$ cat src/rtl/mix_columns_seq.sv
// mix_columns_seq: column-serial AES MixColumns, one 32-bit column per clock.
// Optional macro MIX_INV_EN adds the inv_mode port and InvMixColumns preconditioning.
module mix_columns_seq (
    input  logic         clk,
    input  logic         n_rst,
    input  logic         in_valid,
    input  logic [127:0] in_state,
    output logic         in_ready,
`ifdef MIX_INV_EN
    input  logic         inv_mode,
`endif
    output logic         out_valid,
    output logic [127:0] out_state,
    input  logic         out_ready,
    output logic         busy
);
    typedef enum logic [1:0] {IDLE, COMPUTE, DONE} state_t;

    state_t           state_q, state_d;
    logic [1:0]       col_q, col_d;
    logic [3:0][31:0] work_q, work_d, res_q, res_d;
    logic [31:0]      raw, col_b;
    logic [7:0]       a0, a1, a2, a3, m0, m1, m2, m3;

    function automatic logic [7:0] mul2(input logic [7:0] x);
        return {x[6:0], 1'b0} ^ (x[7] ? 8'h1b : 8'h00);
    endfunction

    // Column 0 holds the most significant word, so column c sits at packed index 3-c.
    assign raw = work_q[2'd3 - col_q];

`ifdef MIX_INV_EN
    logic       mode_q, mode_d;
    logic [7:0] u, v;

    // Inverse preconditioning folds InvMixColumns into the forward matrix.
    always_comb begin
        u  = mul2(mul2(raw[31:24] ^ raw[15:8]));
        v  = mul2(mul2(raw[23:16] ^ raw[7:0]));
        a0 = raw[31:24] ^ (mode_q ? u : 8'h00);
        a1 = raw[23:16] ^ (mode_q ? v : 8'h00);
        a2 = raw[15:8]  ^ (mode_q ? u : 8'h00);
        a3 = raw[7:0]   ^ (mode_q ? v : 8'h00);
    end

    // Direction is captured with the state at accept and held for the whole operation.
    assign mode_d = (state_q == IDLE && in_valid) ? inv_mode : mode_q;

    // Latched direction register.
    always_ff @(posedge clk or negedge n_rst) begin
        if (!n_rst) mode_q <= 1'b0;
        else        mode_q <= mode_d;
    end
`else
    assign {a0, a1, a2, a3} = raw;
`endif

    // Forward matrix; x3 is mul2(x) ^ x.
    always_comb begin
        m0    = mul2(a0);
        m1    = mul2(a1);
        m2    = mul2(a2);
        m3    = mul2(a3);
        col_b = {m0 ^ m1 ^ a1 ^ a2 ^ a3,
                 a0 ^ m1 ^ m2 ^ a2 ^ a3,
                 a0 ^ a1 ^ m2 ^ m3 ^ a3,
                 m0 ^ a0 ^ a1 ^ a2 ^ m3};
    end

    // Next-state logic: accept in IDLE, one column per cycle in COMPUTE, hold in DONE.
    always_comb begin
        state_d = state_q;
        col_d   = col_q;
        work_d  = work_q;
        res_d   = res_q;
        case (state_q)
            IDLE: if (in_valid) begin
                work_d  = in_state;
                col_d   = 2'd0;
                state_d = COMPUTE;
            end
            COMPUTE: begin
                res_d[2'd3 - col_q] = col_b;
                col_d   = (col_q == 2'd3) ? col_q : col_q + 2'd1;
                state_d = (col_q == 2'd3) ? DONE : COMPUTE;
            end
            DONE: if (out_ready) state_d = IDLE;
            default: state_d = IDLE;
        endcase
    end

    // State, counter and datapath registers; reset aborts any operation in flight.
    always_ff @(posedge clk or negedge n_rst) begin
        if (!n_rst) begin
            state_q <= IDLE;
            col_q   <= 2'd0;
            work_q  <= '0;
            res_q   <= '0;
        end else begin
            state_q <= state_d;
            col_q   <= col_d;
            work_q  <= work_d;
            res_q   <= res_d;
        end
    end

    assign in_ready  = (state_q == IDLE);
    assign out_valid = (state_q == DONE);
    assign busy      = (state_q == COMPUTE);
    assign out_state = res_q;
endmodule

$ cat config.mk
export PLATFORM = sky130hd
export DESIGN_NAME = mix_columns_seq
export DESIGN_NICKNAME = d
export VERILOG_FILES = /design/src/rtl/mix_columns_seq.sv
export SDC_FILE = /design/constraint.sdc
export NUM_CORES = 1
export LEC_CHECK = 0
export BUFFER_PORTS_ARGS = -buffer_cell sky130_fd_sc_hd__buf_2
export CORE_ASPECT_RATIO = 0.75
export CORE_MARGIN = 10
export CORE_UTILIZATION = 54
export CTS_CLUSTER_DIAMETER = 200
export DETAILED_ROUTE_END_ITERATION = 7
export GPL_ROUTABILITY_DRIVEN = 1
export GPL_TIMING_DRIVEN = 0
export PLACE_DENSITY = 0.89
export SYNTH_ARGS = -nofsm -noshare
export SYNTH_HDL_FRONTEND = slang
export SYNTH_SLANG_ARGS = --single-unit
$ cat constraint.sdc
create_clock -name clk -period 2.9 [get_ports clk]
set_input_delay 0.29 -clock clk [delete_from_list [all_inputs] [get_ports clk]]
set_output_delay 0.29 -clock clk [all_outputs]
set_load 0.03 [all_outputs]
# Word-level counts from Yosys, hierarchy flattened
# Cells that the tools add are included.
word_totals:
  register_bits: 260
  word_cells: 62
  in_bits: 132
classes:
  reduce_logical: 6
  muxes: 16
  n_lt_le_gt_ge: 2
  bitwise_logic: 20
  addsub: 2
  n_eq_ne: 6
op_table:
  columns: ["op", "count"]
  rows:
  - ["$bwmux W128", 1]
  - ["$xor A8 B8 Y8", 16]
  - ["$bmux W32 S2", 1]
  - ["$demux W32 S2", 1]
  - ["$mux W32", 2]
  - ["$xor A8 B5 Y8", 4]
  - ["$mux W5", 4]
  - ["$mux W2", 5]
  - ["$pmux W2 S3", 1]
  - ["$eq A2 B2 Y1 const B", 2]
  - ["$ne A2 B2 Y1 const B", 2]
  - ["$pmux W2 S2", 1]
  - ["$reduce_and A2 Y1", 2]
  - ["$lt A2 B3 Y1 const B", 1]
  - ["$reduce_and A3 Y1", 1]
  - ["$add A2 B1 Y2 const B", 1]
  - ["$eq A2 B1 Y1 const B", 1]
  - ["$ge A2 B1 Y1 const B", 1]
  - ["$logic_not A2 Y1", 1]
  - ["$ne A2 B1 Y1 const B", 1]
  - ["$reduce_bool A2 Y1", 1]
  - ["$sub A2 B2 Y2 const A", 1]
  - ["$logic_and A1 B1 Y1", 1]

# Longest topological paths before layout
# Gate-level depths: netlist (run 1).
depth:
  word_depth: 10
  depth_mapped: 8
  depth_no_buf: 5

# Least setup slack after synthesis (run 1)
# Ideal clock, no wire load.
synth_path:
  kind: "flip-flop to flip-flop"
  from: "reg state_q[0]"
  to: "reg work_q[32] (netlist bit)"
  stages_incl_launch_ff: 6
  setup_slack_ns: 0.674
  t_arrival_ns: 2.101
  path_cell_list: "dfrtp_1 nor2_1 and2_1 clkbuf_1 buf_1 mux2_2"
synth_between:
  elab_chain_cells: 2
synth_lines:
  columns: ["element", "line", "source"]
  rows:
  - ["start: declaration", "19", "state_t state_q, state_d;"]
  - ["start signal: assignment", "100", "state_q <= state_d;"]
  - ["$logic_not A2 Y1", null, null]
  - ["net in_ready", "8", "output logic in_ready,"]
  - ["$reduce_and A2 Y1 (no line)", null, null]
  - ["end signal: assignment", "102", "work_q <= work_d;"]
  - ["end: declaration", "21", "logic [3:0][31:0] work_q, work_d, res_q, res_d;"]
# The timed path passes the listed nets, and every way through them passes these cells.
# A chain may end at the register's enable or synchronous reset.

# Worst setup path in the final report (run 1)
layout_path:
  from: "reg col_q[1]"
  to: "reg res_q (netlist bit out_state[41])"
layout_between:
  elab_chain_cells: 9
  word_cells_on_any_way: 17
layout_lines:
  columns: ["element", "line", "source"]
  rows:
  - ["start: declaration", "20", "logic [1:0] col_q, col_d;"]
  - ["start signal: assignment", "101", "col_q <= col_d;"]
  - ["$sub A2 B2 Y2 *", "30, 83", null]
  - ["$bmux W32 S2", "30", "assign raw = work_q[2'd3 - col_q];"]
  - ["$mux W32 (not written as such)", "30", null]
  - ["$mux W5", "26", "return {x[6:0], 1'b0} ^ (x[7] ? 8'h1b : 8'h00);"]
  - ["$xor A8 B5 Y8", "26", null]
  - ["$xor A8 B8 Y8 (3 in series)", "66", "a0 ^ a1 ^ m2 ^ m3 ^ a3,"]
  - ["$bwmux W128 *", "83", "res_d[2'd3 - col_q] = col_b;"]
  - ["end signal: assignment", "103", "res_q <= res_d;"]
  - ["end: declaration", "21", null]
# Every way passes the cells marked *; elsewhere a longest branch is shown, timed or not. The select of a mux whose other input is x is not followed.

==> results.yml, run 1 <==
outcome:
  status: "complete, no violations"
placed_design:
  port_buffers: 262
  globalplace.congestion: 0.842
  dp_hpwl_mm: 25.4
  place_inst: 1374
logic_synthesis:
  postSynthCellCount: 822
  syn-num-nets: 958
  async_flop_share_pct: 100
  ys.warnings.count: 0
  synth_top_area_share_pct: 56.2
  ys.flop_type: "dfrtp_1"
  ys_types: 25
  synth.most_common_cell: "dfrtp_1"
  yosys.area.top_type: "dfrtp_1"
  synthTopCellsByArea: "dfrtp_1, mux2_2, xnor3_1, mux4_2, nand2_1"
  syn_area_mm2: 0.0116
  avgSynthCellArea_um2: 14.1
  synth_edf_count: 0
  ys_ff_latch: 260
  ys_seq_area_share_pct: 56.2
  synth_commonest_cells: "dfrtp_1, nand2_1, mux2_2"
die:
  rows: 46
  die-area_mm2: 0.0278
  core-area_mm2: 0.0211
  start_util_pct: 54.8
  io_pins: 263
  fp.dieH_um: 147
  die_width_um: 189
min_path:
  worstHoldStart: "in_state[3]"
  whs_path_depth: 2
  min_to: "work_q[3]"
  hp-class: "in -> reg"
worst_setup_path:
  cp_slowest_cell: "xnor3_1"
  critPathRequiredTime_ns: 3.33
  path_cells: "clkbuf_1 -> clkbuf_4 -> mux4_2 -> xor2_1 -> xnor3_1 -> o21ai_1"
  critPathBufInv: 2
  rr_worst_depth: 6
  crit_fanout: 10
  reg2reg_from: "col_q[1]"
  r2r_slack_ns: 0.11
  start_kind: "register"
  worstSetupPathType: "reg -> reg"
  critPathTopFamily: "XOR/XNOR gates"
  cp.arrival_ns: 3.22
  slowest_delay_ns: 0.60
  r2r_end: "out_state[41]"
  critPathCaptureType: "register"
timing:
  finalSetupTns_ns: 0
  slew_headroom_pct: 49.2
  setup_viol: 0
  rsz0062_at_grt: "no"
  finClkSkew_ns: 0.0239
  fmax_mhz: 358
  timing.final.hold_violations: 0
  period_share_pct: 96.3
  slew_viol_final: 0
  min_period_ns: 2.79
  worstMarginPinSlew_ns: 0.762
global_routing:
  grt_usage_pct: 25.4
  grt_max_degree: 127
  grt_pass1_vias: 9144
  antenna_found_initial: 2
  grt_pass1_wl_mm: 54.6
  overflow: 0
clock_network:
  cts_tree: "yes"
  clock_latency_ns: 0.53
  clk_pin_slew_ns: 0.07
  cts.sinks: 260
  cts_max_path_buffers: 3
  cts_root_buffer: "clkbuf_16"
  htree_levels: 1
  numCtsBuffers: 25
  post-cts-setup-buffer-count: 0
drt:
  vias: 8379
  viasPerCell: 5.65
  ant_nets: 0
  firstDrtPassIters: 5
  post_drt_wl_per_cell_um: 23.9
  wl_mm: 35.5
  drt_iter0_drc: 623
  drcViolationCount: 0
layout:
  synthToLayoutAreaGrowth_pct: 27.7
  layout.cells.non_filler: 1483
  drive_gt1_share_pct: 40.9
  fin_nets: 1312
job:
  drv_cap: 0
## cell type report
type	instances	area, µm²
fill	1418	6340
buffer	51	236
tap	288	360
clock inverter	6	65.1
inverter	4	15.0
timing repair buffer	327	2010
clock buffer	38	754
multi-input combinational	507	4830
antenna	2	5.00
sequential	260	6510
## worst max path at each step
stage | from | cells after the start | endpoint | slack, ns
after floorplan | state_q[0] | 5 | work_q[32] | 0.67
after global placement | n_rst | 1 | out_state[110] | -2.96
after detailed placement | col_q[1] | 6 | out_state[118] | 0.11
after CTS | col_q[1] | 6 | out_state[118] | 0.08
after global routing | col_q[1] | 6 | out_state[6] | 0.03
final | col_q[1] | 6 | out_state[41] | 0.11
## repair_timing
action / 4_1_cts / 5_1_grt
resized for setup: 0 / 2
endpoints found under the hold margin: 207 / 1
setup endpoints to repair: 0 / 6
hold buffers: 62 / 1
## stage by stage
stage	instance area (µm²)	util [%]	hold WS, ns	worst slack, ns
3_3_place_gp	13300	62.7	0.455	-2.96
5_1_grt	14800	70.0	0.00127	0.0328
4_1_cts	14800	69.9	0.0000325	0.0785
3_5_place_dp	13300	63.0	0.125	0.112
2_1_floorplan	11600	-	-0.00559	0.674
6_report	14800	70.0	0.00497	0.108
## layout by cell type (no fill, tap or decap), drive strengths merged
master | Yosys | final
buf | 11 | 274
dfrtp | 260 | 260
nand2 | 133 | 133
o21ai | 130 | 130
mux2 | 129 | 129
clkbuf | 40 | 79
dlygate4sd3 | 0 | 63
xnor3 | 38 | 38
mux4 | 32 | 32
xor2 | 16 | 16
xnor2 | 13 | 13
xor3 | 6 | 6
inv | 4 | 4
ha | 4 | 4
clkinv | 0 | 4
diode | 0 | 2
nor2b | 2 | 2
nor2 | 2 | 2
nand2b | 1 | 1
and2 | 1 | 1
clkinvlp | 0 | 1
bufinv | 0 | 1
## sequential cells by signal, indices dropped and copies added (netlist names)
register / cells
work_q: 128
col_q: 2
out_state: 128
state_q: 2
## per-layer routing
metal	wire (µm)	vias to the layer above	share of wire (%)	GRT usage, %
li1	-	3590	-	-
met3	2820	98	8.0	6.27
met4	1290	0	3.6	8.39
met2	16800	409	47	41.5
met1	14500	4282	41	32.7
met5	0	-	0	0
## worst register-to-register path, cell delays in order, from the launching register on
cell and delay, ns:
dfrtp_1 0.38, clkbuf_1 0.31, clkbuf_4 0.38, mux4_2 0.41
xor2_1 0.43, xnor3_1 0.60, o21ai_1 0.19
## cell families (layout without fill, tap and decap cells)
| kind of cell | Yosys count | in the layout | synth area share [%] |
|---|---|---|---|
| other | 0 | 2 | 0 |
| and+or+nand+nor | 139 | 139 | 4.59 |
| DFF | 260 | 260 | 56.2 |
| AOI/OAI and AO/OA | 130 | 130 | 5.62 |
| adders and majority gates | 4 | 4 | 0.432 |
| xor gates and xnor gates | 73 | 73 | 12.2 |
| muxes | 161 | 161 | 18.8 |
| buffers and inverters | 55 | 426 | 2.15 |
Power of run 1 is left out: the tool's default activity adds up to more than one toggle a clock period on the data nets, which glitch-free logic cannot reach.
==> run 2: changes to the inputs <==
--- a/config.mk
+++ b/config.mk
@@ -9,11 +9,13 @@
 export CORE_ASPECT_RATIO = 0.75
 export CORE_MARGIN = 10
 export CORE_UTILIZATION = 54
+export CTS_BUF_LIST = sky130_fd_sc_hd__clkbuf_4
 export CTS_CLUSTER_DIAMETER = 200
 export DETAILED_ROUTE_END_ITERATION = 7
 export GPL_ROUTABILITY_DRIVEN = 1
 export GPL_TIMING_DRIVEN = 0
 export PLACE_DENSITY = 0.89
+export SLEW_MARGIN = 20
 export SYNTH_ARGS = -nofsm -noshare
 export SYNTH_HDL_FRONTEND = slang
 export SYNTH_SLANG_ARGS = --single-unit
==> run 2 against run 1 <==
Critical path depth is the same. Core utilization grew 3.3 points. Critical path type unchanged. Global-route usage grew 2.4 points. Maximum frequency grew 1.4%. Non-clock buffer count grew 67. Highest routed layer unchanged. Flip-flop and latch count is the same. Clock skew grew 0.016 ns. Cell count grew 9.0%. Setup slack gained 0.040 ns. Die area is the same. Register-to-register slack gained 0.04 ns. Final area grew 4.7%.
==> results.yml, run 2 (same netlist as run 1, synthesis figures left out) <==
outcome:
  status: "complete, no violations"
drt:
  highest_layer: "met4"
  met3WireLength_mm: 3.33
  post_drt_wl_per_cell_um: 23.8
  vias: 9013
  route.met2.wl_mm: 19.0
  drcViolationCount: 0
  wl_met1_mm: 15.0
  viasPerCell: 5.57
  firstDrtPassIters: 7
  wl_mm: 38.5
  drt_iter0_drc: 561
  ant_nets: 0
placed_design:
  dp_hpwl_mm: 25.4
  port_buffers: 262
  globalplace.congestion: 0.842
  place_inst: 1374
timing:
  min_period_ns: 2.75
  finalSetupTns_ns: 0
  period_share_pct: 94.9
  rsz0062_at_grt: "no"
  fmax_mhz: 363
  hold_ws_ns: 0.216
  setup_viol: 0
  timing.final.hold_violations: 0
  slew_headroom_pct: 47.1
  finClkSkew_ns: 0.0395
  slew_viol_final: 0
  worstMarginPinSlew_ns: 0.794
die:
  core-area_mm2: 0.0211
  die-area_mm2: 0.0278
  fp.dieH_um: 147
  start_util_pct: 54.8
  io_pins: 263
  rows: 46
  die_width_um: 189
layout:
  fin_nets: 1415
  synthToLayoutAreaGrowth_pct: 33.7
  drive_gt1_share_pct: 41.3
  num-fill-cells: 1355
  layout_commonest_cell: "buf_2"
  finish.utilization_pct: 73.3
  layout.cells.non_filler: 1617
  final_cell_mix: "buf_2, dfrtp_1, nand2_1, dlygate4sd3_1, mux2_2"
clock_network:
  cts_tree: "yes"
  cts.sinks: 260
  htree_levels: 2
  post-cts-setup-buffer-count: 0
  cts_root_buffer: "clkbuf_4"
  cts_max_path_buffers: 3
  clock_latency_ns: 0.68
  numCtsBuffers: 61
  clk_pin_slew_ns: 0.07
worst_setup_path:
  cp.arrival_ns: 3.33
  reg2reg_from: "col_q[1]"
  r2r_end: "out_state[41]"
  rr_worst_depth: 6
  crit_start: "col_q[1]"
  crit_fanout: 10
  critPathRequiredTime_ns: 3.48
  critPathCaptureType: "register"
  worstSetupPathType: "reg -> reg"
  r2r_slack_ns: 0.15
  start_kind: "register"
global_routing:
  grt_pass1_wl_mm: 59.5
  grt_usage_pct: 27.8
  overflow: 0
  grt_pass1_vias: 9951
  antenna_found_initial: 6
  grt_max_degree: 101
job:
  drv_cap: 0
min_path:
  hp-class: "in -> async"
-- run 2: cell types whose count changed in the layout (fill, tap and decap cells not counted), sizes merged --
cell / delta
clkinv: +7
diode: +5
clkbuf: +55
buf: -1
bufinv: +2
clkinvlp: -1
dlygate4sd3: +67
-- run 2: through the flow --
step / setup WS (ns) / cell area [µm²]
finish: 0.148 / 15500
CTS: 0.0673 / 15400
detailed placement: 0.109 / 13300
global placement: -2.96 / 13300
floorplan: 0.674 / 11600
global route: 0.00853 / 15500
-- run 2: cell type report --
class / count / area (µm²) / area share, %
Antenna cell: 7 / 17.5 / 0.113
Buffer: 51 / 239 / 1.54
Clock buffer: 92 / 691 / 4.46
Clock inverter: 14 / 133 / 0.857
Inverter: 4 / 15.0 / 0.0970
Multi-Input combinational cell: 507 / 4840 / 31.3
Sequential cell: 260 / 6510 / 42.0
Tap cell: 288 / 360 / 2.33
Timing Repair Buffer: 394 / 2680 / 17.3
-- run 2: worst max path at each step --
stage / cells after the start / slack (ns) / endpoint
after floorplan: 5 / 0.67 / work_q[32]
after global placement: 1 / -2.96 / out_state[110]
after detailed placement: 6 / 0.11 / out_state[118]
after CTS: 6 / 0.07 / out_state[41]
after global routing: 6 / 0.009 / out_state[41]
final: 6 / 0.15 / out_state[41]
-- run 2: layer usage --
layer / up-vias / track usage (%)
li1: 3843 / -
met1: 4572 / 34.7
met2: 495 / 45.9
met3: 103 / 7.50
met4: 0 / 10.3
met5: - / 0
-- run 2: timing repair --
item | CTS | global route
endpoints found under the setup margin | 0 | 18
hold buffers | 130 | 0
endpoints found under the hold margin | 214 | 0
resized for setup | 0 | 4
-- run 2: worst max-delay path: stages (launching register included) --
cell and delay [ns]:
dfrtp_1 0.38, clkbuf_1 0.32, clkbuf_4 0.38, mux4_2 0.42
xor2_1 0.39, xnor3_1 0.59, o21ai_1 0.19
Power of run 2 is left out for the same reason.
